<file path="src/rtl/apple1_term_write_ctrl.sv">
// ---------------------------------------------------------------------------
// apple1_term_write_ctrl
//
// Character-write sequencer for the Apple-1 video terminal. It accepts one
// character at a time from the PIA with a 4-phase da/rda handshake, classifies
// it, and then does one of three things:
//   - printable: writes it into the screen shift memory during the cursor cell
//     window, then advances the cursor column;
//   - carriage return: requests a new line/scroll from the scroll logic;
//   - other control characters: discards them.
// Writing into the last column wraps through the same new-line path as CR.
// This block owns the cursor column counter.
//
// Ports
//   cp       in   clock, rising edge
//   mr       in   synchronous active-high reset, dominates all other inputs
//   da       in   data available from PIA (level)
//   d[6:0]   in   ASCII character, valid while da=1
//   rda      out  ready for data (registered)
//   cur_win  in   one-cycle pulse when video timing reaches the cursor cell
//   wr_en    out  one-cycle screen write strobe (registered)
//   wr_char  out  6-bit Apple-1 display code, valid with wr_en
//   col      out  current cursor column, 0..COLS-1
//   nl_req   out  one-cycle new-line/scroll request (registered)
//   nl_done  in   one-cycle acknowledge from the scroll logic
//   busy     out  high in every state except IDLE
// ---------------------------------------------------------------------------
module apple1_term_write_ctrl #(
    parameter int COLS = 40
) (
    input  logic       cp,
    input  logic       mr,
    input  logic       da,
    input  logic [6:0] d,
    output logic       rda,
    input  logic       cur_win,
    output logic       wr_en,
    output logic [5:0] wr_char,
    output logic [5:0] col,
    output logic       nl_req,
    input  logic       nl_done,
    output logic       busy
);

    typedef enum logic [2:0] {
        IDLE     = 3'd0,
        CLASSIFY = 3'd1,
        WAIT_WIN = 3'd2,
        WRITE    = 3'd3,
        NEWLINE  = 3'd4,
        WAIT_NL  = 3'd5,
        RELEASE  = 3'd6
    } state_t;

    localparam logic [5:0] LAST_COL = 6'(COLS - 1);
    localparam logic [6:0] ASCII_CR = 7'h0D;

    state_t     state;
    logic [6:0] h;

    // Classification of the held character; only meaningful in CLASSIFY.
    logic       is_cr;
    logic       is_ctrl;
    logic [5:0] disp_code;

    assign is_cr   = (h == ASCII_CR);
    assign is_ctrl = (h < 7'h20) && !is_cr;

    // 0x60..0x7F fold onto 0x40..0x5F, whose display code is h[5:0] with
    // bit 5 clear; everything else printable maps straight to h[5:0].
    assign disp_code = (h[6] && h[5]) ? {1'b0, h[4:0]} : h[5:0];

    assign busy = (state != IDLE);

    // wr_en and nl_req are set on entry to WRITE / NEWLINE and cleared on the
    // next edge, so each is high exactly for the single cycle spent in that
    // state and the two can never overlap.
    always_ff @(posedge cp) begin
        if (mr) begin
            state   <= IDLE;
            h       <= 7'h00;
            rda     <= 1'b1;
            wr_en   <= 1'b0;
            wr_char <= 6'h00;
            nl_req  <= 1'b0;
            col     <= 6'd0;
        end else begin
            wr_en  <= 1'b0;
            nl_req <= 1'b0;

            case (state)
                IDLE: begin
                    if (da) begin
                        h     <= d;
                        rda   <= 1'b0;
                        state <= CLASSIFY;
                    end
                end

                CLASSIFY: begin
                    if (is_cr) begin
                        nl_req <= 1'b1;
                        col    <= 6'd0;
                        state  <= NEWLINE;
                    end else if (is_ctrl) begin
                        state <= RELEASE;
                    end else begin
                        state <= WAIT_WIN;
                    end
                end

                // cur_win is only honoured here; pulses seen in any other
                // state are dropped and the write waits for the next one.
                WAIT_WIN: begin
                    if (cur_win) begin
                        wr_en   <= 1'b1;
                        wr_char <= disp_code;
                        state   <= WRITE;
                    end
                end

                WRITE: begin
                    if (col == LAST_COL) begin
                        col    <= 6'd0;
                        nl_req <= 1'b1;
                        state  <= NEWLINE;
                    end else begin
                        col   <= col + 6'd1;
                        state <= RELEASE;
                    end
                end

                // nl_req is high during this cycle; an nl_done arriving now
                // belongs to nothing and is ignored.
                NEWLINE: begin
                    col   <= 6'd0;
                    state <= WAIT_NL;
                end

                WAIT_NL: begin
                    if (nl_done) begin
                        state <= RELEASE;
                    end
                end

                // Hold rda low until the PIA drops da, so a da that stays
                // high can never trigger a second capture.
                RELEASE: begin
                    if (!da) begin
                        rda   <= 1'b1;
                        state <= IDLE;
                    end
                end

                default: begin
                    rda   <= 1'b1;
                    state <= IDLE;
                end
            endcase
        end
    end

endmodule

</file>
<file path="config.mk">
export PLATFORM = sky130hd
export DESIGN_NAME = apple1_term_write_ctrl
export DESIGN_NICKNAME = d
export VERILOG_FILES = /design/src/rtl/apple1_term_write_ctrl.sv
export SDC_FILE = /design/constraint.sdc
export NUM_CORES = 1
export LEC_CHECK = 0
export ABC_AREA = 1
export CORE_MARGIN = 2
export CORE_UTILIZATION = 45
export DETAILED_ROUTE_END_ITERATION = 10
export PLACE_DENSITY = 0.85
export SLEW_MARGIN = 20
export SYNTH_ARGS = -nofsm -noshare
export SYNTH_HDL_FRONTEND = slang
export SYNTH_SLANG_ARGS = --single-unit
</file>
<file path="constraint.sdc">
create_clock -name cp -period 3 [get_ports cp]
set_input_delay 0.45 -clock cp [delete_from_list [all_inputs] [get_ports cp]]
set_output_delay 0.45 -clock cp [all_outputs]
set_load 0.01 [all_outputs]
</file>
Yosys cells after proc, flatten, opt, wreduce, memory -nomap -nowiden

Index checks and enable logic that the tools add are counted.

Bits in registers: 25
Word-level logic and storage cells: 56
Output and inout bits: 16
Input port bits: 12

Order comparisons: 1
Muxes and demuxes: 19
Eq/ne operators: 13
Add/sub/neg operators: 1
Bitwise operators: 2
Reductions and logical operators: 13

Operator list:

| operator                                                                     | count |
|---|---|
| 3-bit case mux with 7 select lines                                           | 1 |
| 3-bit two-way mux                                                            | 6 |
| 6-bit two-way mux                                                            | 3 |
| 6-bit case mux with 3 select lines                                           | 1 |
| 2-bit inequality test, second input constant                                 | 5 |
| 3-bit equality test, second input constant                                   | 3 |
| 7-bit by 4-bit equality test with 1-bit output, second input constant        | 1 |
| 7-bit by 6-bit less-than comparator with 1-bit output, second input constant | 1 |
| 6-bit by 1-bit adder with 6-bit output, second input constant                | 1 |
| 3-bit by 2-bit equality test with 1-bit output, second input constant        | 2 |
| 6-bit equality test, second input constant                                   | 1 |
| 2-bit AND reduction                                                          | 3 |
| 3-bit nonzero test                                                           | 2 |
| 1-bit two-way mux                                                            | 5 |
| 5-bit OR reduction                                                           | 1 |
| 4-bit AND reduction                                                          | 1 |
| 3-bit by 1-bit equality test with 1-bit output, second input constant        | 1 |
| 3-bit logical NOT                                                            | 1 |
| 1-bit case mux with 3 select lines                                           | 1 |
| 3-bit AND reduction                                                          | 1 |
| 1-bit logical AND                                                            | 2 |
| 2-bit two-way mux                                                            | 1 |
| 1-bit inverter                                                               | 2 |
| 1-bit case mux with 2 select lines                                           | 1 |
| 2 further kinds                                                              | 2 |

Logic depth before layout (Yosys ltp)

Depth in word-level cells: 6
Gate-level depth with buffers: 8
Mapped depth without buffers: 8

Worst setup path after synthesis

OpenSTA, ideal clock, no wires.

Kind: register to register
From: register col[1]
To: register state[1]
Data arrival time: 1.146 ns
Cell stages (with the launch flop): 9
Setup time: 0.123 ns
Period minus slack after synthesis: 1.269 ns
Setup slack: 1.731 ns
Required time: 2.877 ns
Cells stage by stage: dfxtp_1 ha_1 nand2_1 nor2_1 nand2_1 nand2_1 nand3_1 nand2_1 a21oi_2

Cells in the longest elaborated chain, start to end: 3

RTL lines:

| item                               | RTL line | text |
|---|---|---|
| from (decl)                        | 39       | `output logic [5:0] col,` |
| from (signal assigned)             | 128      | `col <= col + 6'd1;` |
| 6-bit equality test                | 123      | `if (col == LAST_COL) begin` |
| 2-bit two-way mux                  | 123      |  |
| 3-bit case mux with 7 select lines | 91       | `case (state)` |
| to (signal assigned)               | 96       | `state <= CLASSIFY;` |
| to (signal assigned)               | 126      | `state <= NEWLINE;` |
| to (signal assigned)               | 129      | `state <= RELEASE;` |
| to (decl)                          | 58       | `state_t state;` |

No other way between the ends.
A chain may end at the register's enable or synchronous reset.

Worst setup path after layout

From: register state[2]
To: output busy

Cells in the longest elaborated chain, start to end: 1

RTL lines:

| item                   | RTL line | text |
|---|---|---|
| from (signal assigned) | 80       | `state <= IDLE;` |
| from (signal assigned) | 96       |  |
| from (signal assigned) | 104      | `state <= NEWLINE;` |
| 3-bit nonzero test     | 73       | `assign busy = (state != IDLE);` |
| to (decl)              | 42       | `output logic busy` |

No other way between the ends.

==> flow_summary.toml <==
[timing]
finalCriticalPeriod_ns = 2.01
rsz0062_at_grt = "no"
fmax_ghz = 0.497
max_slew_margin_pct = 59.0
finalCritPeriodShare_pct = 67.1
skew_ns = 0.0103
slew_viol_final = 0
hold-worst-slack_ns = 0.456
setup_viol = 0
hold_viol_final = 0
tns_ns = 0
tightestPinTransition_ns = 0.612

[setup_path]
crit_start = "state[2]"
cp_max_fo = 8
timing.rr.start = "state[0]"
worstPathArrival_ns = 1.56
cp-end-kind = "output pin"
setup.worst_path.start_class = "flip-flop"
critical-path-top-delay-family = "buffers and inverters"
path_buf_inv = 2
path_cells = "inv_2 -> nand2_1 -> clkdlybuf4s50_1"
critical-path-max-stage-delay_ns = 0.53
crit_slowest_cell = "clkdlybuf4s50_1"
worstPathRequired_ns = 2.55
critical_path_class = "flip-flop to output pin"

[detailed_routing]
wl_per_cell_um = 11.7
wl_um = 2530
drtPass1Iterations = 4
first_iter_violations = 29
ant_nets = 0
vias_per_cell = 5.11
num_vias = 1104
drc = 0

[clock_tree]
cts_root_buf = "clkbuf_4"
insertion_delay_ns = 0.32
cts_repair_resize_count = 0
clkSinkCount = 25
cts_hold_buf = 0
clkTransAtPathRegs_ns = 0.14
clock_path_buffers = 2
ctsHtreeMaxLevel = 1
post_cts_buffers = 0
cts-buffers-inserted = 3
cts_tree = "done"

[synthesis]
synth_most_common_cell = "dfxtp_1"
ys.flop_type = "dfxtp_1"
ys_seq_area_share_pct = 40.7
syn_area_um2 = 1230
synth_edf_count = 0
synthArstFlopShare_pct = 0
synthMuxAreaShare_pct = 0
ys_top_cells_by_area = "dfxtp_1, nand2_1, a21oi_1"
syn_nets = 173
syn_area_per_cell_um2 = 7.68
synthAdderAreaFrac_pct = 1.02
synth_xor_area_share_pct = 0
post-synth-top-area-fraction_pct = 40.7
yosysWarnings = 0
synth_top_family_by_area = "simple AND/OR/NAND/NOR gates"
ys_ff_latch = 25
syn_inst = 160
yosys.area_share.simple_pct = 27.7
synth_compound_area_share_pct = 21.0
ys_types = 28
ys_top_cells_by_count = "dfxtp_1, nand2_1, inv_1"
synth_top_area_cell = "dfxtp_1"

[floorplan]
core-area_um2 = 2520
ios = 28
die-area_um2 = 3160
start_util_pct = 48.7
num_rows = 18
die_y_um = 56.3
die_w_um = 56.3

[final_layout]
nets = 200
antennaDiodeCount = 0
syn_to_final_growth_pct = 24.1
layout-drive-gt1-share_pct = 17.7

[power]
p_leak_nw = 0.573
ir_drop_mv = 0.634
p_per_area_nw_per_um2 = 718

[place]
place_congestion = 0.846
dp_hpwl_um = 1930
portBuffers = 27

[run_status]
status = "finished clean"

[grt]
grt_use_total_pct = 17.0
first_global_vias = 1038
antenna_found_initial = 0
grtUsageMet1_pct = 20.7
grt-ovfl-total = 0
gr-usage-met2_pct = 29.4
grt_max_degree = 16
grt_pass1_wl_um = 4320
grtUsageMet3_pct = 4.38
top_usage_layer = "met2"

[run]
drv_cap = 0

[min_path]
worstHoldStart = "wr_char[3]"
hold_path_class = "flip-flop to flip-flop"
-- cell usage in the layout, fill, tap and decap left out, drive strengths merged --
cell,count
a21oi,24
nand4,5
or2,1
dfxtp,25
clkdlybuf4s50,27
ha,1
clkbuf,3
inv,21
o21bai,1
o31ai,1
nand3,12
nand2,34
nand3b,2
nor2,11
clkinv,1
a31o,1
o21ai,16
-- kinds of logic after synthesis --
family,count (synthesis)
flops,25
simple gates,65
buf+inv,26
compound gates,43
fa+ha+maj,1
-- final timing paths --
path                              endpoint  slack, ns  depth (start not counted)
worst max register to register  wr_char[0]       1.56                          4
worst min-delay path            wr_char[3]       0.46                          2
worst min register to register  wr_char[3]       0.46                          2
worst max-delay path                  busy       0.99                          3
-- tightest hold or removal path, delay by kind of cell (launching register included) --
kind | cells | cell delay [ns]
AOI/OAI and AO/OA | 1 | 0.05
DFF | 1 | 0.33
buffers and inverters | 1 | 0.05
-- power breakdown --
group	internal, W	total, W	switching [W]
logic	0.000186	0.000476	0.000290
registers	0.000400	0.000470	0.0000704
clock network	0.0000500	0.000149	0.0000994
total	0.000635	0.00110	0.000460
-- stage by stage --
stage          area [µm²]  worst slack (ns)  instances  util [%]  power [W]
3_3_place_gp         1500              1.01        212      59.4   0.000931
5_1_grt              1530             0.914        216      60.5    0.00117
2_1_floorplan        1230              1.73        160         -   0.000836
3_5_place_dp         1500             0.967        212      59.4   0.000950
6_report             1530             0.988        216      60.5    0.00110
4_1_cts              1530             0.988        216      60.5    0.00110
-- state kept, by name (all words and copies together) (netlist names) --
register  flops
rda           1
nl_req        1
wr_char       6
wr_en         1
state         3
h             7
col           6
-- routing by layer --
layer	part of all wire, %	vias to the layer above
met5	0	-
met4	0.91	0
met3	3.2	5
met2	49	23
met1	47	494
li1	-	582
-- cell type report --
class / instances / area (µm²)
tap: 30 / 37.5
fill: 233 / 997
clock buffer: 3 / 22.5
multi-input combinational: 109 / 611
sequential: 25 / 500
inverter: 21 / 78.8
timing repair buffer: 27 / 270
clock inverter: 1 / 5.00
Power figures use the tool's default switching activity.
